## config.mk

```make
export PLATFORM = sky130hd
export DESIGN_NAME = cprv_wb_unit
export DESIGN_NICKNAME = d
export VERILOG_FILES = /design/src/rtl/cprv_pkg.sv /design/src/rtl/cprv_load_align.sv /design/src/rtl/cprv_wb_unit.sv
export SDC_FILE = /design/constraint.sdc
export NUM_CORES = 1
export LEC_CHECK = 0
export CORE_MARGIN = 4
export CORE_UTILIZATION = 40
export DETAILED_ROUTE_END_ITERATION = 16
export PLACE_DENSITY = 0.66
export SLEW_MARGIN = 20
export SYNTH_ARGS = -nofsm -noshare
export SYNTH_HDL_FRONTEND = slang
export SYNTH_SLANG_ARGS = --single-unit
```

## constraint.sdc

```tcl
create_clock -name clk -period 3.39 [get_ports clk]
set_input_delay 0.5085 -clock clk [delete_from_list [all_inputs] [get_ports clk]]
set_output_delay 0.5085 -clock clk [all_outputs]
set_load 0.005 [all_outputs]
```

## src/rtl/cprv_pkg.sv

```systemverilog
// ============================================================================
// cprv_pkg : shared opcodes, load funct3 encodings and wb entry fields
// Rev 1.0
// ============================================================================
`default_nettype none

package cprv_pkg;

  localparam logic [6:0] OPC_OP        = 7'b0110011;
  localparam logic [6:0] OPC_OP_IMM    = 7'b0010011;
  localparam logic [6:0] OPC_OP_32     = 7'b0111011;
  localparam logic [6:0] OPC_OP_IMM_32 = 7'b0011011;
  localparam logic [6:0] OPC_LOAD      = 7'b0000011;
  localparam logic [6:0] OPC_LUI       = 7'b0110111;
  localparam logic [6:0] OPC_AUIPC     = 7'b0010111;
  localparam logic [6:0] OPC_JAL       = 7'b1101111;
  localparam logic [6:0] OPC_JALR      = 7'b1100111;

  typedef enum logic [2:0] {
    LB  = 3'b000,
    LH  = 3'b001,
    LW  = 3'b010,
    LD  = 3'b011,
    LBU = 3'b100,
    LHU = 3'b101,
    LWU = 3'b110
  } load_funct3_e;

  typedef struct packed {
    logic [6:0] opcode;
    logic [2:0] funct3;
    logic [4:0] rd_addr;
    logic       rd_en;
  } wb_ctrl_t;

endpackage

`default_nettype wire

```

## src/rtl/cprv_load_align.sv

```systemverilog
// ============================================================================
// cprv_load_align : extracts and extends a load value from an aligned word
// Rev 1.0
// ============================================================================
`default_nettype none

module cprv_load_align
  import cprv_pkg::*;
#(
  parameter  int DATA_WIDTH = 64,
  localparam int OFF_W      = $clog2(DATA_WIDTH / 8)
) (
  input  logic [DATA_WIDTH-1:0] rdata,
  input  logic [OFF_W-1:0]      offset,
  input  logic [2:0]            funct3,
  output logic [DATA_WIDTH-1:0] data
);

  // Misaligned low bits are dropped so halfwords and words stay naturally aligned.
  logic [OFF_W-1:0] off_h;
  logic [OFF_W-1:0] off_w;
  logic [7:0]       byte_sel;
  logic [15:0]      half_sel;
  logic [31:0]      word_sel;

  assign off_h    = offset & ~OFF_W'(1);
  assign off_w    = offset & ~OFF_W'(3);
  assign byte_sel = rdata[{offset, 3'b000} +: 8];
  assign half_sel = rdata[{off_h, 3'b000} +: 16];
  assign word_sel = rdata[{off_w, 3'b000} +: 32];

  always_comb begin
    data = '0;
    case (funct3)
      LB:  data = DATA_WIDTH'($signed(byte_sel));
      LH:  data = DATA_WIDTH'($signed(half_sel));
      LW:  data = DATA_WIDTH'($signed(word_sel));
      LBU: data = DATA_WIDTH'(byte_sel);
      LHU: data = DATA_WIDTH'(half_sel);
      LD:  if (DATA_WIDTH == 64) data = rdata;
      LWU: if (DATA_WIDTH == 64) data = DATA_WIDTH'(word_sel);
      default: data = '0;
    endcase
  end

endmodule

`default_nettype wire

```

## src/rtl/cprv_wb_unit.sv

```systemverilog
// ============================================================================
// cprv_wb_unit : write-back stage holding one retiring instruction
// Rev 1.0
// ============================================================================
`default_nettype none

module cprv_wb_unit
  import cprv_pkg::*;
#(
  parameter int DATA_WIDTH = 64,
  parameter int IMM_WIDTH  = 32,
  parameter int PC_WIDTH   = 64,
  parameter int CNT_WIDTH  = 64
) (
  input  logic                  clk,
  input  logic                  rst_n,
  input  logic                  valid_wb_i,
  output logic                  ready_wb_o,
  input  logic [6:0]            opcode_wb_i,
  input  logic [2:0]            funct3_wb_i,
  input  logic [4:0]            rd_addr_wb_i,
  input  logic                  rd_en_wb_i,
  input  logic [IMM_WIDTH-1:0]  imm_data_wb_i,
  input  logic [PC_WIDTH-1:0]   pc_wb_i,
  input  logic [DATA_WIDTH-1:0] alu_out_wb_i,
  input  logic [DATA_WIDTH-1:0] mem_rdata_wb_i,
  input  logic                  stall_wb_i,
  output logic                  rd_we_o,
  output logic [4:0]            rd_waddr_o,
  output logic [DATA_WIDTH-1:0] rd_wdata_o,
  output logic                  fwd_valid_o,
  output logic [4:0]            fwd_addr_o,
  output logic [DATA_WIDTH-1:0] fwd_data_o,
  output logic [CNT_WIDTH-1:0]  instret_o
);

  localparam int OFF_W = $clog2(DATA_WIDTH / 8);

  logic                  full;
  wb_ctrl_t              ctrl;
  logic [IMM_WIDTH-1:0]  imm;
  logic [PC_WIDTH-1:0]   pc;
  logic [DATA_WIDTH-1:0] alu;
  logic [DATA_WIDTH-1:0] rdata;
  logic [CNT_WIDTH-1:0]  instret;

  logic                  accept;
  logic                  retire;
  logic                  legal;
  logic [DATA_WIDTH-1:0] result;
  logic [DATA_WIDTH-1:0] load_data;
  logic [PC_WIDTH-1:0]   pc_plus4;
  logic                  writes_rd;

  assign ready_wb_o = ~full | ~stall_wb_i;
  assign accept     = valid_wb_i & ready_wb_o;
  assign retire     = full & ~stall_wb_i;

  always_ff @(posedge clk or negedge rst_n) begin
    if (!rst_n) begin
      full    <= 1'b0;
      ctrl    <= '0;
      imm     <= '0;
      pc      <= '0;
      alu     <= '0;
      rdata   <= '0;
      instret <= '0;
    end else begin
      if (accept) begin
        full   <= 1'b1;
        ctrl   <= '{opcode: opcode_wb_i, funct3: funct3_wb_i,
                    rd_addr: rd_addr_wb_i, rd_en: rd_en_wb_i};
        imm    <= imm_data_wb_i;
        pc     <= pc_wb_i;
        alu    <= alu_out_wb_i;
        rdata  <= mem_rdata_wb_i;
      end else if (retire) begin
        full   <= 1'b0;
      end
      if (retire) instret <= instret + CNT_WIDTH'(1);
    end
  end

  cprv_load_align #(
    .DATA_WIDTH (DATA_WIDTH)
  ) u_load_align (
    .rdata  (rdata),
    .offset (alu[OFF_W-1:0]),
    .funct3 (ctrl.funct3),
    .data   (load_data)
  );

  assign pc_plus4 = pc + PC_WIDTH'(4);

  always_comb begin
    legal  = 1'b0;
    result = '0;
    case (ctrl.opcode)
      OPC_OP, OPC_OP_IMM, OPC_AUIPC: begin
        legal  = 1'b1;
        result = alu;
      end
      OPC_OP_32, OPC_OP_IMM_32: begin
        if (DATA_WIDTH == 64) begin
          legal  = 1'b1;
          result = DATA_WIDTH'($signed(alu[31:0]));
        end
      end
      OPC_LUI: begin
        legal  = 1'b1;
        result = DATA_WIDTH'($signed(imm));
      end
      OPC_JAL, OPC_JALR: begin
        legal  = 1'b1;
        result = DATA_WIDTH'(pc_plus4);
      end
      OPC_LOAD: begin
        case (ctrl.funct3)
          LB, LH, LW, LBU, LHU: legal = 1'b1;
          LD, LWU:              legal = (DATA_WIDTH == 64);
          default:              legal = 1'b0;
        endcase
        result = legal ? load_data : '0;
      end
      default: begin
        legal  = 1'b0;
        result = '0;
      end
    endcase
  end

  assign writes_rd   = full & ctrl.rd_en & (ctrl.rd_addr != 5'd0) & legal;
  assign rd_we_o     = writes_rd & ~stall_wb_i;
  assign rd_waddr_o  = ctrl.rd_addr;
  assign rd_wdata_o  = result;
  assign fwd_valid_o = writes_rd;
  assign fwd_addr_o  = ctrl.rd_addr;
  assign fwd_data_o  = result;
  assign instret_o   = instret;

endmodule

`default_nettype wire

```

== Yosys cells after proc, flatten, opt, wreduce, memory -nomap -nowiden ==
Cells that the tools add are included.
Widths: inputs -> output; s select.

* Register bits after elaboration: 305
* Bits of input ports: 244

* Bitwise logic cells: 9
* Reductions and logical operators: 8
* Shift operators: 3
* Multiplexer cells: 8
* Eq/ne operators: 15
* Add/sub/neg operators: 2

{| class="wikitable"
|+ Operators by type and width
! kind !! count
|-
| $pmux 64 s7 || 1
|-
| $pmux 64 s5 || 1
|-
| $add 64x1->64 const B || 1
|-
| $add 64x3->64 const B || 1
|-
| $mux 64 || 1
|-
| $shiftx 64x7->16 || 1
|-
| $shiftx 64x7->32 || 1
|-
| $shiftx 64x7->8 || 1
|-
| $eq 7x5->1 const B || 3
|-
| $eq 7x6->1 const B || 3
|-
| $eq 7x7->1 const B || 2
|-
| $eq 3x3->1 const B || 3
|-
| $reduce_or 8->1 || 1
|-
| $eq 7x2->1 const B || 1
|-
| $reduce_or 7->1 || 1
|-
| $and 1x1->1 || 6
|-
| $eq 3x2->1 const B || 2
|-
| $reduce_bool 5->1 || 1
|-
| $mux 1 || 4
|-
| $reduce_or 2->1 || 2
|-
| $eq 3x1->1 const B || 1
|-
| $logic_not 3->1 || 1
|-
| $reduce_or 3->1 || 1
|-
| $not 1->1 || 2
|-
| 3 further kinds || 3
|}

== Depth between registers and ports, before layout ==
Gate-level depths: netlist (run 1).

* Depth after elaboration: 7
* Gate-level depth with buffers: 10
* Depth with buffers taken out: 7

== Cells and area by module ==
From an unflattened synthesis (run 1), not the netlist that was laid out.

* Cell total of the unflattened synthesis: 1489
* Area, all modules: 16737.3 sq um

{| class="wikitable"
|+ Modules (own cells, without submodules)
! module !! cells each !! sequential area each (sq um) !! times used !! area each (sq um)
|-
| cprv_wb_unit || 1266 || 7632.3 || 1 || 14900.5
|-
| cprv_load_align || 223 || 0.0 || 1 || 1836.8
|}

== Worst setup path before layout (run 1) ==
Ideal clock, no wire load.

* Kind: reg2out
* Start: register alu[1]
* End: output port rd_wdata_o[55]
* Path buffers: 3
* Cell stages (with the launch flop): 10
* Slack: 0.762 ns
* Data arrival time: 2.120 ns
* Cell sequence: dfrtp_1 -> buf_4 -> mux2i_1 -> mux4_2 -> o41ai_2 -> o21a_1 -> a21oi_1 -> buf_2 -> o211ai_1 -> buf_4

* Word-level cells in the longest chain between the ends: 4
* Elaborated cells on any way between the ends: 5
* Classes of those cells: 2 x shift; 3 x mux

{| class="wikitable"
|+ Ends and longest elaborated chain
! element !! RTL line !! source
|-
| start: declaration || cprv_wb_unit.sv:43 || <nowiki>logic [DATA_WIDTH-1:0] alu;</nowiki>
|-
| start signal: assignment || cprv_wb_unit.sv:75 || <nowiki>alu <= alu_out_wb_i;</nowiki>
|-
| $shiftx 64x7->16 or $shiftx 64x7->8 (tied branches) || cprv_load_align.sv:29, cprv_load_align.sv:28 ||
|-
| $pmux 64 s7 * || cprv_load_align.sv:34 || <nowiki>case (funct3)</nowiki>
|-
| $mux 64 * || cprv_wb_unit.sv:123 || <nowiki>result = legal ? load_data : '0;</nowiki>
|-
| $pmux 64 s5 * || cprv_wb_unit.sv:98 || <nowiki>case (ctrl.opcode)</nowiki>
|-
| end: declaration || cprv_wb_unit.sv:30 || <nowiki>output logic [DATA_WIDTH-1:0] rd_wdata_o,</nowiki>
|}

Mark *: on every way between the ends. The rest lies on a longest branch, timed or not.

== Final worst setup path (run 1) ==
* Start: register alu[1]
* End: output port fwd_data_o[54]

* Word-level cells in the longest chain between the ends: 4
* Elaborated cells on any way between the ends: 5
* Classes of those cells: 2 x shift; 3 x mux

{| class="wikitable"
|+ Ends and longest elaborated chain
! element !! RTL line !! source
|-
| $shiftx 64x7->16 or $shiftx 64x7->8 (tied branches) || cprv_load_align.sv:29, cprv_load_align.sv:28 ||
|-
| $pmux 64 s7 * || cprv_load_align.sv:34 ||
|-
| $mux 64 * || cprv_wb_unit.sv:123 ||
|-
| $pmux 64 s5 * || cprv_wb_unit.sv:98 ||
|-
| end: declaration || cprv_wb_unit.sv:33 || <nowiki>output logic [DATA_WIDTH-1:0] fwd_data_o,</nowiki>
|}

Marks and branches as above.

==> run summary, run 1 <==
max-cap violation count = 0
Setup CP Type = register to output pin
worst min-delay path class = register to register
Endpoint, Worst Hold = instret_o[63]
layout cell share with drive strength beyond 1 = 30.5%
Least-Margin Pin Slew = 0.825 ns
synthesized instance count = 1460
status = complete, but fails checks
Num CTS Buffers = 37
Util after Layout = 58.8%
Post-synth EDFFs = 0
YS warnings = 0
Synth area leader = dfrtp_1
Worst Skew = 0.0159 ns
core footprint = 40100 µm²
failing checks = negative setup slack
Fmax = 265 MHz
drt total wl = 63.6 mm
post-detail-place hpwl = 48.9 mm
CP cell instances = mux2i_2 > mux4_2 > o41ai_4 > o21a_2 > buf_12 > a221oi_2 > o21ai_1 > clkdlybuf4s50_1
worst r2r src = instret_o[5]
Syn Area/Cell = 11.2 µm²
initial antenna violation count = 20
gpl congestion = 0.934
CTS Root Cell = clkbuf_16
asr flop ratio synth = 100%
Final period util = 111%
Worst-Skew Late Latency = 0.53 ns
fin worst setup slack = -0.378 ns
via count = 14400
WHS Path Cells = 1
Req. time, crit path = 2.88 ns
PortBufs = 448
Data arrival, critical path = 3.26 ns
vias in the first global route = 14400
path depth of the worst reg2reg path = 6
#FFs+latches synth = 305
fin nets = 2165
ranking of synthesized cells by area = dfrtp_1 47%, mux2_2 16%, xnor2_1 3.8%
vias per cell = 5.80
Synth Net Count = 1706
Peak VDD IR = 0.336 mV
Startpoint Class = register
clock sink count = 305
Synth top cells by count = 305 x dfrtp_1, 232 x mux2_2, 85 x nand2_1
GRT Residual Overflow = 0
crit end category = output pin
die area = 44300 µm²
largest net degree at the start of global routing = 111
Chip Height = 210 µm
Netlist cell types = 67
top cell type's share of synthesized area = 46.6%
final antenna-violating net count = 0
mapped cell area = 16400 µm²
peak per-stage delay on the critical path = 0.57 ns
Hold Vio Cnt, Final = 0
starting density of the core = 40.9%
RSZ-0062 raised after global routing = true
final setup violating endpoints = 79
Die Wd = 210 µm
Total GRT Usage = 27.3%
Final Slew Violations = 0
hold_sp = instret_o[63]
sequential element share of the synthesized area = 46.6%
Crit Path Max Fanout = 20
P_leak = 10.0 nW
post-layout minimum cycle time = 3.77 ns
cell with the most instances after synthesis = dfrtp_1
Pwr Total = 0.0114 W
Pre-antenna DRT Iters = 9
global-route wire length before repair = 92.4 mm
CP max-delay cell = clkdlybuf4s50_1
ys flop type = dfrtp_1
Clk pin slew, worst setup/hold paths = 0.06 ns
Rows = 73
number of H-tree levels = 2
CTS max path bufs = 3
r2r endpoint = instret_o[45]
DR WL/cell = 25.6 µm
Area Overhead vs Synth = 43.9%
TritonCTS clock tree = yes
DRC errors left = 0
Fin Setup TNS = -14.11 ns
P per Cell Area = 484 nW/µm²
Starting DRT DRC Count = 1233
Worst slew margin = 45.0%
I/O Pins = 449
R2R setup slack = 0.95 ns
## metrics by stage
stage | hold WS [ns] | instance area (µm²) | cells | worst slack [ns]
floorplan | 0.213 | 16400 | 1460 | 0.762
global placement | 0.463 | 21500 | 2371 | -0.365
detailed placement | 0.463 | 21500 | 2371 | -0.0205
CTS | 0.472 | 23200 | 2456 | -0.372
global route | 0.484 | 23600 | 2482 | -0.443
finish | 0.470 | 23600 | 2483 | -0.378
## flip-flops by register name (all words and copies together) (netlist names)
| name | count |
|---|---|
| fwd_addr_o | 5 |
| imm | 32 |
| rdata | 64 |
| alu | 64 |
| instret_o | 64 |
| pc | 64 |
| full | 1 |
| ctrl | 11 |
## layout by cell type, fill, tap and decap left out, drive strengths merged, types with 50 or more instances in the layout
| cell | instances |
|---|---|
| buf | 151 |
| clkbuf | 81 |
| nand2 | 86 |
| xnor2 | 71 |
| clkdlybuf4s50 | 350 |
| xor2 | 51 |
| nand4 | 50 |
| mux2 | 232 |
| dfrtp | 305 |
| o21ai | 75 |
## cell type report
cell class / count / area (µm²)
fillers: 3343 / 16500
multi-input cells: 975 / 8290
flip-flops and latches: 305 / 7640
repair buffers: 581 / 5640
clock buffers: 53 / 1070
well taps: 525 / 657
clock inverters: 15 / 189
inverters: 19 / 71.3
diodes: 10 / 25.0
## routing by layer
metal  global-route usage (%)  vias up  part of all wire [%]  wire (µm)
met4                     8.03       20                   2.8       1800
met5                        0        -                  0.22        137
met2                     45.1      733                    48      30600
met3                     5.86      121                   7.9       5040
li1                         -     6302                     -          -
met1                     36.4     7218                    41      26000
## kinds of logic after synthesis
kind of cell               count (synthesis)  share of synthesized area [%]
AOI/OAI and AO/OA                        252                           11.1
xor gates and xnor gates                 122                           6.52
adders and majority gates                  2                          0.153
buffers and inverters                    180                           6.06
DFF                                      305                           46.6
muxes                                    255                           18.1
and+or+nand+nor                          344                           11.5
## worst max-delay path by stage
| stage | startpoint | slack, ns | to |
|---|---|---|---|
| after CTS | alu[1] | -0.37 | rd_wdata_o[35] |
| after detailed placement | pc[3] | -0.02 | fwd_data_o[60] |
| after floorplan | alu[1] | 0.76 | rd_wdata_o[55] |
| after global placement | alu[2] | -0.37 | fwd_data_o[63] |
| after global routing | alu[1] | -0.44 | fwd_data_o[29] |
| final | alu[1] | -0.38 | fwd_data_o[54] |
## critical path: cells and delay by family (launching register included)
kind	cells	cell delay (ns)
flops	1	0.47
mux	2	0.69
compound gates	4	0.76
buf+inv	2	0.79
## timing repair
| action | in CTS | in global routing |
|---|---|---|
| pin swaps | 11 | 13 |
| hold endpoints to repair | 57 | 0 |
| endpoints found under the setup margin | 129 | 123 |
| cloned | 1 | 2 |
| resized for setup | 174 | 157 |
| hold buffers | 1 | 0 |
| buffers inserted | 15 | 16 |
## where the power goes
part           internal [W]  total, W  switching (W)  leakage (nW)
logic               0.00146   0.00266        0.00120          5.73
registers           0.00410   0.00463       0.000534          3.68
clock network       0.00251   0.00411        0.00160         0.618
total               0.00807    0.0114        0.00333          10.0
Power figures use the tool's default switching activity.
==> inputs of run 2 (changes only) <==
DONT_BUFFER_PORTS = 1   (was unset)
PLACE_DENSITY = 0.52   (was 0.66)
SKIP_CTS_REPAIR_TIMING = 1   (was unset)
==> run summary, run 2 (synthesis results as in run 1) <==
Rows = 73 (unchanged)
crit end category = output pin (unchanged)
commonest non-fill, non-tap cell in the layout = dfrtp_1 (was clkdlybuf4s50_1)
Worst-Skew Late Latency = 0.55 ns (was 0.53 ns)
area of the multi-input gates = 8090 µm² (was 8290 µm²)
fillcell total = 3690 (was 3343)
Data arrival, critical path = 2.83 ns (was 3.26 ns)
Worst slew margin = 49.3% (was 45.0%)
Final Slew Violations = 0 (unchanged)
final setup violating endpoints = 0 (was 79)
Fmax = 299 MHz (was 265 MHz)
Chip Height = 210 µm (unchanged)
Starting DRT DRC Count = 984 (was 1233)
Setup CP Type = register to output pin (unchanged)
clock sink count = 305 (unchanged)
Fin Setup TNS = 0 ns (was -14.11 ns)
DRC errors left = 0 (unchanged)
largest net degree at the start of global routing = 306 (was 111)
Final period util = 98.5% (was 111%)
layout cell share with drive strength beyond 1 = 33.5% (was 30.5%)
Peak VDD IR = 0.347 mV (was 0.336 mV)
Total GRT Usage = 24.6% (was 27.3%)
PortBufs = 0 (was 448)
fin nets = 1697 (was 2165)
final antenna-violating net count = 0 (unchanged)
Hold Vio Cnt, Final = 305 (was 0)
GRT Residual Overflow = 0 (unchanged)
Crit Path Max Fanout = 10 (was 20)
Pwr Total = 0.0107 W (was 0.0114 W)
Req. time, crit path = 2.88 ns (about the same)
I/O Pins = 449 (unchanged)
P_leak = 7.52 nW (was 10.0 nW)
Die Wd = 210 µm (unchanged)
starting density of the core = 40.9% (unchanged)
die area = 44300 µm² (unchanged)
via count = 12200 (was 14400)
Worst Skew = 0.0276 ns (was 0.0159 ns)
vias per cell = 6.03 (was 5.80)
drt total wl = 57.2 mm (was 63.6 mm)
number of H-tree levels = 2 (unchanged)
post-layout minimum cycle time = 3.34 ns (was 3.77 ns)
Num CTS Buffers = 38 (was 37)
TritonCTS clock tree = yes (unchanged)
DR WL/cell = 28.4 µm (was 25.6 µm)
failing checks = negative hold slack (was negative setup slack)
initial antenna violation count = 22 (was 20)
path depth of the worst reg2reg path = 6 (unchanged)
R2R setup slack = 0.91 ns (was 0.95 ns)
gpl congestion = 0.903 (was 0.934)
core footprint = 40100 µm² (unchanged)
hold slack = -0.324 ns (was 0.470 ns)
Least-Margin Pin Slew = 0.761 ns (was 0.825 ns)
Reg area = 7640 µm² (about the same)
global-route wire length before repair = 81.5 mm (was 92.4 mm)
Startpoint Class = register (unchanged)
Area Overhead vs Synth = 14.6% (was 43.9%)
most frequent cells in the layout = 295 x dfrtp_1, 232 x mux2_2, 98 x buf_4 (was 350 x clkdlybuf4s50_1, 302 x dfrtp_1, 232 x mux2_2)
post-detail-place hpwl = 42.3 mm (was 48.9 mm)
vias in the first global route = 11900 (was 14400)
Clk pin slew, worst setup/hold paths = 0.06 ns (about the same)
CTS max path bufs = 3 (unchanged)
max-cap violation count = 0 (unchanged)
RSZ-0062 raised after global routing = true (unchanged)
Pre-antenna DRT Iters = 9 (unchanged)
status = complete, but fails checks (unchanged)
worst min-delay path class = input port to asynchronous set/reset pin (was register to register)
CTS Root Cell = clkbuf_16 (unchanged)
P per Cell Area = 572 nW/µm² (was 484 nW/µm²)
==> run 2: through the flow <==
step	setup WS [ns]	util, %	cell area (µm²)	cells
after global placement	0.117	42.1	16900	1914
after global routing	-0.0485	46.8	18800	2008
after detailed placement	0.0701	42.1	16900	1914
after floorplan	0.762	-	16400	1460
final	0.0507	46.8	18800	2015
after CTS	-0.534	45.3	18200	1981
==> run 2: metal layers <==
metal,global-route usage [%],up-vias,share of wire [%]
met4,9.28,22,3.7
met2,37.8,528,46
met3,7.90,111,9.2
li1,-,5361,-
met5,0,-,0.22
met1,32.6,6128,41
==> run 2: area by class of cell <==
cell class,count,share of cell area [%]
diodes,12,0.160
flip-flops and latches,305,40.7
clock inverters,12,0.893
inverters,19,0.380
multi-input cells,975,43.1
clock buffers,55,6.05
well taps,525,3.50
repair buffers,112,5.25
==> run 2: path summary, 6_finish.rpt <==
check | startpoint | endpoint
setup / recovery | alu[2] | fwd_data_o[35]
hold / removal | rst_n | fwd_addr_o[0]
setup reg to reg | full | instret_o[44]
hold reg to reg | instret_o[63] | instret_o[63]
max in group asynchronous | rst_n | pc[13]
min in group clk | imm_data_wb_i[31] | imm[31]
==> run 2: report_power, final <==
part | switching [W] | internal, W | leakage, nW
Clock | 0.00161 | 0.00263 | 0.649
Combinational | 0.000867 | 0.000930 | 3.20
Sequential | 0.000605 | 0.00410 | 3.67
==> run 2: worst max-delay path, cell delays in order (launching register included) <==
cell      delay [ns]
dfrtp_1         0.42
mux4_2          0.52
or4b_4          0.23
o41ai_4         0.08
o21a_4          0.26
buf_12          0.16
a221oi_4        0.27
o21ai_1         0.14
buf_4           0.18
==> inputs of run 3 (changes only) <==
clock period = 3.65 ns   (was 3.39 ns; I/O delays follow)
==> run summary, run 3 (synthesis results as in run 1) <==
status = complete, but fails checks (unchanged)
failing checks = negative hold slack (unchanged)
CP startpoint = alu[2] (unchanged)
initial antenna violation count = 23 (was 22)
core footprint = 40100 µm² (unchanged)
hold slack = -0.301 ns (was -0.324 ns)
CP cell instances = mux4_2 > or4b_1 > o41ai_2 > o21a_1 > a21oi_2 > o2111ai_1 > buf_4 (was mux4_2 > or4b_4 > o41ai_4 > o21a_4 > buf_12 > a221oi_4 > o21ai_1 > buf_4)
post-detail-place hpwl = 42.4 mm (was 42.3 mm)
Pwr Total = 0.00943 W (was 0.0107 W)
Worst slew margin = 47.5% (was 49.3%)
GRT Residual Overflow = 0 (unchanged)
commonest non-fill, non-tap cell in the layout = dfrtp_1 (unchanged)
DRC errors left = 0 (unchanged)
starting density of the core = 40.9% (unchanged)
Fmax = 282 MHz
Pre-antenna DRT Iters = 7 (was 9)
crit end category = output pin (unchanged)
layout cell share with drive strength beyond 1 = 28.5% (was 33.5%)
Setup CP Type = register to output pin (unchanged)
Chip Height = 210 µm (unchanged)
Data arrival, critical path = 3.00 ns (was 2.83 ns)
Fin Setup TNS = 0 ns (unchanged)
CTS max path bufs = 3 (unchanged)
final antenna-violating net count = 0 (unchanged)
r2r endpoint = instret_o[44] (unchanged)
post-layout minimum cycle time = 3.55 ns
largest net degree at the start of global routing = 306 (unchanged)
TritonCTS clock tree = yes (unchanged)
Die Wd = 210 µm (unchanged)
Least-Margin Pin Slew = 0.785 ns (was 0.761 ns)
Buf+Inv Stages, Crit Path = 1 (was 2)
Clk pin slew, worst setup/hold paths = 0.05 ns (was 0.06 ns)
clock sink count = 305 (unchanged)
Req. time, crit path = 3.10 ns (was 2.88 ns)
PortBufs = 0 (unchanged)
Starting DRT DRC Count = 976 (was 984)
design area = 18000 µm² (was 18800 µm²)
Area Overhead vs Synth = 9.95% (was 14.6%)
final setup violating endpoints = 0 (unchanged)
vias per cell = 6.07 (was 6.03)
I/O Pins = 449 (unchanged)
fin nets = 1664 (was 1697)
Num CTS Buffers = 37 (was 38)
Startpoint Class = register (unchanged)
Crit Path Max Fanout = 11 (was 10)
gpl congestion = 0.880 (was 0.903)
Final period util = 97.2%
Top Family by Delay on Critical Path = compound AO/OA/AOI/OAI gates (unchanged)
fillcell total = 3733 (was 3690)
most frequent cells in the layout = 301 x dfrtp_1, 232 x mux2_2, 84 x nand2_1 (was 295 x dfrtp_1, 232 x mux2_2, 98 x buf_4)
Final Slew Violations = 0 (unchanged)
peak per-stage delay on the critical path = 0.58 ns (was 0.52 ns)
drt total wl = 56.4 mm (was 57.2 mm)
Peak VDD IR = 0.314 mV (was 0.347 mV)
die area = 44300 µm² (unchanged)
path depth of the worst reg2reg path = 6 (unchanged)
worst r2r src = full (unchanged)
max-cap violation count = 0 (unchanged)
Worst-Skew Late Latency = 0.55 ns (about the same)
via count = 12000 (was 12200)
Total GRT Usage = 24.5% (was 24.6%)
CP max-delay cell = a21oi_2 (was mux4_2)
Hold Vio Cnt, Final = 305 (unchanged)
global-route wire length before repair = 81.2 mm (was 81.5 mm)
number of H-tree levels = 2 (unchanged)
P_leak = 7.20 nW (was 7.52 nW)
P per Cell Area = 524 nW/µm² (was 572 nW/µm²)
DP Area = 16800 µm² (was 16900 µm²)
Worst Skew = 0.0129 ns (was 0.0276 ns)
R2R setup slack = 1.16 ns (was 0.91 ns)
vias in the first global route = 11700 (was 11900)
worst min-delay path class = input port to asynchronous set/reset pin (unchanged)
DR WL/cell = 28.5 µm (was 28.4 µm)
Rows = 73 (unchanged)
CTS Root Cell = clkbuf_16 (unchanged)
==> run 3: cell count changes in the layout (fill, tap and decap cells not counted), sizes merged <==
| cell | change |
|---|---|
| diode | -2 |
| clkinvlp | +1 |
| bufinv | -4 |
| buf | -31 |
| inv | -1 |
==> run 3: layout make-up <==
cell class	count	area (µm²)	area share, %
Antenna cell	10	25.0	0.139
Clock buffer	56	1110	6.16
Clock inverter	8	46.3	0.257
Inverter	19	71.3	0.396
Multi-Input combinational cell	975	7800	43.3
Sequential cell	305	7640	42.4
Tap cell	525	657	3.65
Timing Repair Buffer	80	667	3.70
==> run 3: power by group <==
part	leakage, nW	total [W]	internal (W)	switching [W]
sequential	3.68	0.00435	0.00381	0.000545
clock	0.571	0.00356	0.00209	0.00146
combinational	2.95	0.00153	0.000782	0.000743
==> run 3: through the flow <==
stage	util [%]	cells	setup slack (ns)
floorplan	-	1460	0.983
global placement	41.8	1900	0.212
detailed placement	41.8	1900	0.474
CTS	44.7	1964	-0.133
global route	44.9	1972	-0.00878
finish	44.9	1978	0.104
==> run 3: worst reg2reg max path, stage by stage, from the launching register on <==
cell	delay, ns
dfrtp_1	0.42
nor2b_1	0.35
nand4_1	0.41
nor2_1	0.43
nand3_1	0.24
nor4_1	0.39
xor2_1	0.18
==> run 3: worst max-delay path by stage <==
stage                      to  slack, ns  cells past startpoint
2_1_floorplan  rd_wdata_o[55]       0.98                      9
3_3_place_gp   fwd_data_o[37]       0.21                      7
3_5_place_dp   fwd_data_o[47]       0.47                      8
4_1_cts        fwd_data_o[47]      -0.13                      8
5_1_grt        rd_wdata_o[22]     -0.009                      8
6_report       fwd_data_o[37]       0.10                      7
==> run 3: per-layer routing <==
layer	share of wire [%]	track usage, %
met3	8.8	7.32
met1	41	32.5
met2	47	39.2
met5	0.22	0
met4	2.7	6.91
